### src/rtl/simon_key_expander_pkg.sv
// Shared definitions for the SIMON key schedule: the five z constant
// sequences, the controller state encoding and the parameter legality check.
package simon_key_expander_pkg;

    typedef enum logic [1:0] {
        ST_IDLE = 2'd0,
        ST_RUN  = 2'd1,
        ST_DONE = 2'd2
    } state_t;

    localparam int Z_LEN = 62;

    // Sequences are written first-bit-leftmost below; this flips them so the
    // first sequence bit lands at index 0.
    function automatic logic [Z_LEN-1:0] first_bit_at_lsb(input logic [Z_LEN-1:0] s);
        logic [Z_LEN-1:0] r;
        for (int i = 0; i < Z_LEN; i++) begin
            r[i] = s[Z_LEN-1-i];
        end
        return r;
    endfunction

    // Z_SEQ[s][j] is bit j of sequence z<s>.
    localparam logic [4:0][Z_LEN-1:0] Z_SEQ = {
        first_bit_at_lsb(62'b11010001111001101011011000100000010111000011001010010011101111),
        first_bit_at_lsb(62'b11011011101011000110010111100000010010001010011100110100001111),
        first_bit_at_lsb(62'b10101111011100000011010010011000101000010001111110010110110011),
        first_bit_at_lsb(62'b10001110111110010011000010110101000111011111001001100001011010),
        first_bit_at_lsb(62'b11111010001001010110000111001101111101000100101011000011100110)
    };

    // True when the word width, key word count, z select and round-key count
    // form a configuration the expander can build.
    function automatic bit params_legal(input int n, input int m, input int z_sel, input int t);
        bit n_ok;
        n_ok = (n == 16) || (n == 24) || (n == 32) || (n == 48) || (n == 64);
        return n_ok && (m >= 2) && (m <= 4) && (z_sel >= 0) && (z_sel <= 4) &&
               (t >= m) && (t <= 127);
    endfunction

endpackage

### src/rtl/simon_key_expander_if.sv
// Request / round-key stream bundle between a key consumer and the expander.
interface simon_key_expander_if #(
    parameter int N = 48,
    parameter int M = 2
);
    logic           start;
    logic [N*M-1:0] key;
    logic           busy;
    logic           rk_valid;
    logic           rk_ready;
    logic [N-1:0]   rk_data;
    logic [6:0]     rk_idx;
    logic           done;

    modport master (
        output start, key, rk_ready,
        input  busy, rk_valid, rk_data, rk_idx, done
    );

    modport slave (
        input  start, key, rk_ready,
        output busy, rk_valid, rk_data, rk_idx, done
    );
endinterface

### src/rtl/simon_key_round.sv
// Combinational SIMON key-schedule step: derives the next key word from the
// current M-word window and the active z bit.
module simon_key_round #(
    parameter int N = 48,
    parameter int M = 2
) (
    input  logic [M-1:0][N-1:0] window,
    input  logic                z_bit,
    output logic [N-1:0]        new_word
);
    logic [N-1:0] tmp_ror3;
    logic [N-1:0] tmp_mix;
    logic [N-1:0] tmp_full;
    logic         unused_window;

    // Not every window word feeds the step for every M; fold them here.
    assign unused_window = ^window;

    // Rotate the newest word, mix in w[1] for four-word keys, fold in its
    // own rotation, then combine with the oldest word and the constants.
    always_comb begin
        tmp_ror3 = {window[M-1][2:0], window[M-1][N-1:3]};
        tmp_mix  = tmp_ror3;
        if (M == 4) begin
            tmp_mix = tmp_ror3 ^ window[1];
        end
        tmp_full = tmp_mix ^ {tmp_mix[0], tmp_mix[N-1:1]};
        new_word = ~window[0] ^ tmp_full ^ {{(N-1){1'b0}}, z_bit} ^ N'(3);
    end

endmodule

### src/rtl/simon_key_expander.sv
// SIMON key expander: loads an M-word master key and streams T round keys
// over a valid/ready handshake, one per cycle when the consumer is ready.
module simon_key_expander #(
    parameter int N     = 48,
    parameter int M     = 2,
    parameter int Z_SEL = 2,
    parameter int T     = 52
) (
    input  logic                 clk,
    input  logic                 rst_n,
    simon_key_expander_if.slave  bus
);
    import simon_key_expander_pkg::*;

    if (!params_legal(N, M, Z_SEL, T)) begin : g_bad_params
        $error("simon_key_expander: illegal N/M/Z_SEL/T combination");
    end

    localparam logic [Z_LEN-1:0] Z_ACTIVE = Z_SEQ[Z_SEL];

    state_t              state;
    state_t              state_next;
    logic [M-1:0][N-1:0] window;
    logic [6:0]          idx;
    logic [5:0]          z_cnt;
    logic                load;
    logic                advance;
    logic                last_key;
    logic                z_bit;
    logic [N-1:0]        new_word;

    assign last_key = (idx == 7'(T - 1));
    assign z_bit    = Z_ACTIVE[z_cnt];

    simon_key_round #(
        .N (N),
        .M (M)
    ) u_round (
        .window   (window),
        .z_bit    (z_bit),
        .new_word (new_word)
    );

    // Controller state register.
    always_ff @(posedge clk) begin
        if (!rst_n) begin
            state <= ST_IDLE;
        end else begin
            state <= state_next;
        end
    end

    // Next state, window load/advance strobes and status outputs; the last
    // handshake only moves to DONE and leaves the window untouched.
    always_comb begin
        state_next   = state;
        load         = 1'b0;
        advance      = 1'b0;
        bus.busy     = (state != ST_IDLE);
        bus.rk_valid = (state == ST_RUN);
        bus.done     = (state == ST_DONE);
        bus.rk_data  = window[0];
        bus.rk_idx   = idx;
        case (state)
            ST_IDLE: begin
                if (bus.start) begin
                    state_next = ST_RUN;
                    load       = 1'b1;
                end
            end
            ST_RUN: begin
                if (bus.rk_ready) begin
                    if (last_key) begin
                        state_next = ST_DONE;
                    end else begin
                        advance = 1'b1;
                    end
                end
            end
            ST_DONE: begin
                state_next = ST_IDLE;
            end
            default: begin
                state_next = ST_IDLE;
            end
        endcase
    end

    // Key window, round-key index and z position: loaded from the master key
    // on start, shifted by one word per accepted key.
    always_ff @(posedge clk) begin
        if (!rst_n) begin
            window <= '0;
            idx    <= '0;
            z_cnt  <= '0;
        end else if (load) begin
            window <= bus.key;
            idx    <= '0;
            z_cnt  <= '0;
        end else if (advance) begin
            for (int i = 0; i < M - 1; i++) begin
                window[i] <= window[i+1];
            end
            window[M-1] <= new_word;
            idx         <= idx + 7'd1;
            z_cnt       <= (z_cnt == 6'd61) ? 6'd0 : z_cnt + 6'd1;
        end
    end

endmodule

### src/flat_wrapper.sv
// flat-port wrapper written by rule: the top's interface ports become plain ports
module simon_key_expander_flat import simon_key_expander_pkg::*;
#(
    parameter int N     = 48,
    parameter int M     = 2,
    parameter int Z_SEL = 2,
    parameter int T     = 52
)
  (clk, rst_n, bus_start, bus_key, bus_rk_ready, bus_busy, bus_rk_valid, bus_rk_data, bus_rk_idx, bus_done);
  simon_key_expander_if #(.N(N), .M(M)) bus_i ();
  input  logic clk;
  input  logic rst_n;
  input wire logic [$bits(bus_i.start)-1:0] bus_start;
  input wire logic [$bits(bus_i.key)-1:0] bus_key;
  input wire logic [$bits(bus_i.rk_ready)-1:0] bus_rk_ready;
  output wire logic [$bits(bus_i.busy)-1:0] bus_busy;
  output wire logic [$bits(bus_i.rk_valid)-1:0] bus_rk_valid;
  output wire logic [$bits(bus_i.rk_data)-1:0] bus_rk_data;
  output wire logic [$bits(bus_i.rk_idx)-1:0] bus_rk_idx;
  output wire logic [$bits(bus_i.done)-1:0] bus_done;
  assign bus_i.start = bus_start;
  assign bus_i.key = bus_key;
  assign bus_i.rk_ready = bus_rk_ready;
  assign bus_busy = bus_i.busy;
  assign bus_rk_valid = bus_i.rk_valid;
  assign bus_rk_data = bus_i.rk_data;
  assign bus_rk_idx = bus_i.rk_idx;
  assign bus_done = bus_i.done;
  simon_key_expander #(.N(N), .M(M), .Z_SEL(Z_SEL), .T(T)) u_core (.clk(clk), .rst_n(rst_n), .bus(bus_i));
endmodule
### config.mk
export PLATFORM = sky130hd
export DESIGN_NAME = simon_key_expander_flat
export DESIGN_NICKNAME = d
export VERILOG_FILES = /design/src/rtl/simon_key_expander_pkg.sv /design/src/rtl/simon_key_expander_if.sv /design/src/rtl/simon_key_round.sv /design/src/rtl/simon_key_expander.sv /design/src/flat_wrapper.sv
export SDC_FILE = /design/constraint.sdc
export NUM_CORES = 1
export LEC_CHECK = 0
export CORE_MARGIN = 2
export CORE_UTILIZATION = 46
export CTS_CLUSTER_DIAMETER = 200
export CTS_CLUSTER_SIZE = 12
export DETAILED_ROUTE_END_ITERATION = 6
export GPL_TIMING_DRIVEN = 0
export PLACE_DENSITY = 0.86
export RECOVER_POWER = 100
export SLEW_MARGIN = 0
export SYNTH_ARGS = -nofsm -noshare
export SYNTH_HDL_FRONTEND = slang
export SYNTH_SLANG_ARGS = --single-unit
### constraint.sdc
create_clock -name clk -period 2.4 [get_ports clk]
set_input_delay 0.48 -clock clk [delete_from_list [all_inputs] [get_ports clk]]
set_output_delay 0.48 -clock clk [all_outputs]
set_load 0.03 [all_outputs]
# Word-level counts from Yosys, hierarchy flattened

Memories as Yosys holds them, arrays and structs flattened. A register that Yosys moved wholly into a read port is not among the register bits.
Cells that the tools add are included.

$add $sub $neg: 2
Multiply operators: 0
Divide/modulo/power cells: 0
Magnitude comparators: 1
Equal/unequal tests: 7
Shift operators: 0
Muxes and demuxes: 15
Bitwise operators: 6
Reduce and logical (&&, ||, !) cells: 5

Operator list:

| cell                                                                          | count |
|---|---|
| 96-bit two-way mux                                                            | 2 |
| 48-bit bitwise XOR                                                            | 2 |
| 48-bit inverter                                                               | 1 |
| 48-bit by 1-bit bitwise XOR with 48-bit output                                | 1 |
| 6-bit two-way mux                                                             | 3 |
| 7-bit by 1-bit adder with 7-bit output (second input constant)                | 1 |
| 7-bit by 6-bit == test with 1-bit output (second input constant)              | 1 |
| 6-bit by 7-bit less-than comparator with 1-bit output (second input constant) | 1 |
| 6-bit by 1-bit adder with 6-bit output (second input constant)                | 1 |
| 6-bit == test (second input constant)                                         | 1 |
| 1-bit two-way mux                                                             | 6 |
| 2-bit two-way mux                                                             | 3 |
| 2-bit inequality test (second input constant)                                 | 2 |
| 2-bit one-hot mux with 2 select lines                                         | 1 |
| 2-bit nonzero test                                                            | 2 |
| 3-bit AND reduction                                                           | 1 |
| 2-bit by 1-bit == test with 1-bit output (second input constant)              | 1 |
| 2-bit == test (second input constant)                                         | 1 |
| 2-bit logical NOT                                                             | 1 |
| 2-bit by 1-bit inequality test with 1-bit output (second input constant)      | 1 |
| 2-bit inverter                                                                | 1 |
| 2-bit OR reduction                                                            | 1 |
| 1-bit inverter                                                                | 1 |

Register bits after elaboration: 111
Latch bits: 0
Memory bits (writable): 0
Bits in read-only memories: 64
Input bits: 100
Output and inout bits: 58
Memories kept: 1

Memories:

| memory          | depth | bits a word | read ports | clocked after Yosys merged registers in | write ports | RTL line                 | RTL |
|---|---|---|---|---|---|---|---|
| (no name shown) | 64    | 1           | 1          | 1                                       | 0           | simon_key_expander.sv:33 | `assign z_bit = Z_ACTIVE[z_cnt];` |

# Depth between registers and ports, before layout

Word-level depth: 6
Depth in mapped cells: 12

# Modules after synthesis

A second synthesis with hierarchy kept.

Cell total of the unflattened synthesis: 784
Area total of the unflattened synthesis: 6227.2 µm²

By module, submodules not included:

| module             | instances | cells each | area each (µm²) | seq. area each (µm²) |
|---|---|---|---|---|
| simon_key_expander | 1         | 687        | 5377.7          | 2242.2 |
| simon_key_round    | 1         | 97         | 849.6           | 0.0 |

# Worst setup path before layout

OpenSTA, ideal clock, no wires.

Path kind: register to register
Start: register u_core.idx[0] (netlist: u_core.bus.rk_idx[0])
End: register, netlist name u_core.u_round.z_bit
Arrival: 2.673 ns
Setup slack: -0.401 ns
Cell stages (with the launch flop): 12
Buffers on the path: 1
Clock period less this slack: 2.801 ns
Cell sequence: dfxtp_1 ha_1 and4b_1 a21oi_1 clkbuf_8 mux2_2 and2_1 inv_1 ha_1 mux2_2 o211ai_1 o211ai_2

RTL lines:

| element                | RTL line                  | RTL |
|---|---|---|
| from (decl)            | simon_key_expander.sv:24  | `logic [6:0] idx;` |
| from (signal assigned) | simon_key_expander.sv:105 | `idx <= idx + 7'd1;` |

==> flow_summary.toml <==
[yosys]
ys_ff_latch = 112
async_reset_ff_share_pct = 0
synthDistinctLibCells = 46
seq_area_frac_synth_pct = 33.9
syn_area_per_cell_um2 = 8.25
yosysWarnings = 0
syn_inst = 802
syn_area_mm2 = 0.00662
synth_edf_count = 0
syn_nets = 908
synthFlopType = "dfxtp_1"

[sta]
setup_violations = 1
period_share_pct = 103
fmax_mhz = 406
worst_slew_pin_slew_ps = 596
fin_skew_ps = 10.4
hold_violations = 0
rsz0062_at_grt = "true"
timing.final.max_slew_violations = 0
setup_slack_ps = -63.7
maxSlewHeadroom_pct = 60.3
min_period_ps = 2460

[setup_path]
crit_fanout = 3
cp.arrival_ps = 2690
crit_buf_inv = 2
crit_family = "multiplexers"
path_cells = "ha_4 -> and4b_1 -> a21oi_2 -> clkbuf_8 -> mux2_4 -> and2_4 -> inv_4 -> ha_4 -> mux2_4 -> o211ai_1 -> o211ai_2"
start_kind = "flip-flop"
slowest_stage = "dfxtp_4"
slowest_delay_ps = 350
path_class = "flip-flop to flip-flop"
cp.required_ps = 2630
crit_path_end_kind = "flip-flop"

[placement]
place_congestion = 0.880
io_buffer_count = 156
place_ws_ps = -631
numPlacedInstances = 1138
dp_hpwl_mm = 13.8

[clock_tree]
cts_buffer_depth = 2
cts-buffers-inserted = 9
htree_levels = 3
insertion_delay_ps = 360
clk_transition_reported_paths_ps = 70
hold_buffers = 0
tritoncts = "done"
cts_root_buf = "clkbuf_16"
clock_sinks = 112

[drt]
viasPerCell = 5.42
dr.pass1.iters = 5
routed_wirelength_mm = 19.1
routedWlPerCell_um = 16.3
drtIter0Drc = 604
vias = 6332
drc = 0
ant_nets = 0

[grt]
grt_overflow = 0
grt_pass1_vias = 6177
grt_max_degree = 18
grt_usage_pct = 25.1
grt_pass1_wl_mm = 30.1
antenna_found_initial = 0

[die]
coreArea_mm2 = 0.0140
num_rows = 43
dieArea_mm2 = 0.0154
start_util_pct = 47.3
dieHeight_um = 124
io_pins = 158
dieWidth_um = 124

[cells_and_area]
nets = 1090
mostFrequentLayoutCells = "200 x nand2_1, 108 x dfxtp_1, 100 x xnor2_1, 97 x clkdlybuf4s50_1, 62 x buf_4"
drive_gt1_share_pct = 12.6
stdcell_count = 1168
final_common_cell = "nand2_1"
n_antenna_cell = 0
area_growth_pct = 33.8

[outcome]
status = "finished, violations left"
violations = "negative setup slack"

[pwr]
p_leak_uw = 0.00374
vdd_drop_max_uv = 393
power_density_mw_per_mm2 = 569

[min_path]
hold_class = "flip-flop to flip-flop"

[job]
cap_violations = 0
==> kinds of logic after synthesis <==
family,share of synthesized area [%]
flops,33.9
simple gates,18.8
mux,0.340
fa+ha+maj,1.13
buf+inv,9.76
compound gates,22.3
xor+xnor,13.8
==> path summary, 6_finish.rpt <==
kind	from	endpoint	slack [ps]	cells after the start
worst max-delay path	u_core.bus.rk_idx[1]	u_core.u_round.z_bit	-60	11
worst min-delay path	u_core.bus.rk_idx[3]	u_core.bus.rk_idx[3]	570	2
worst max register to register	u_core.bus.rk_idx[1]	u_core.u_round.z_bit	-60	11
worst min register to register	u_core.bus.rk_idx[3]	u_core.bus.rk_idx[3]	570	2
==> registers in the layout, summed over array words and instances, names as in the netlist <==
| register | cells |
|---|---|
| u_core.state | 2 |
| u_core.z_cnt | 6 |
| u_core.window | 48 |
| u_core.bus.rk_data | 48 |
| u_core.bus.rk_idx | 7 |
| u_core.u_round.z_bit | 1 |
==> stage by stage <==
| stage | area [µm²] | total power (µW) | utilization, % | TNS [ps] | hold WS (ps) |
|---|---|---|---|---|---|
| 6_report | 8850 | 5040 | 63.3 | -63.7 | 566 |
| 5_1_grt | 8850 | 5260 | 63.3 | -133 | 612 |
| 4_1_cts | 8830 | 5060 | 63.2 | -68.6 | 568 |
| 3_5_place_dp | 8470 | 3650 | 60.5 | -5370 | 506 |
| 3_3_place_gp | 8470 | 3620 | 60.5 | -3450 | 496 |
| 2_1_floorplan | 6680 | 3140 | - | -55.6 | 529 |
==> per-layer routing <==
metal  share of wire [%]  track usage [%]
met1                  43             32.5
met2                  48             42.3
met3                 6.4             3.34
met4                 2.1             9.90
met5                   0                0
==> worst min-delay path, cell delays in order, from the launching register on <==
cell,delay [ps]
dfxtp_2,380
xnor2_1,80
nor2_1,70
==> synthesized netlist by cell type, types with 2 or more instances <==
cell type | instances | area, µm²
and3_1 | 3 | 18.8
nor3_1 | 2 | 10.0
xnor2_1 | 100 | 876
o211a_1 | 51 | 510
mux2_2 | 2 | 22.5
a21oi_1 | 7 | 35.0
and2_1 | 3 | 18.8
dfxtp_1 | 112 | 2240
nand4_1 | 4 | 25.0
a21boi_0 | 48 | 360
nand3_1 | 51 | 255
buf_2 | 16 | 80.1
nor2b_1 | 3 | 18.8
clkbuf_1 | 38 | 143
inv_1 | 10 | 37.5
ha_1 | 6 | 75.1
nor2_1 | 13 | 48.8
o211ai_1 | 52 | 390
buf_4 | 48 | 360
o211ai_2 | 3 | 37.5
xor2_1 | 4 | 35.0
nand2_1 | 202 | 758
==> layout make-up <==
| type | instances | area, µm² |
|---|---|---|
| well taps | 180 | 225 |
| fillers | 1177 | 5130 |
| clock buffers | 10 | 239 |
| plain buffers | 104 | 611 |
| repair buffers | 171 | 1670 |
| clock inverters | 5 | 31.3 |
| inverters | 10 | 40.0 |
| flip-flops and latches | 112 | 2250 |
| multi-input cells | 576 | 3790 |
==> power breakdown <==
part	leakage, µW	switching (µW)	internal (µW)
clock network	0.000139	698	727
logic	0.00267	678	741
registers	0.000926	190	2000
==> repair_timing <==
action,in CTS,in global routing
buffers inserted,12,3
pin swaps,7,4
endpoints found under the setup margin,1,1
gates resized for setup,3,3
Power figures use the tool's default switching activity.
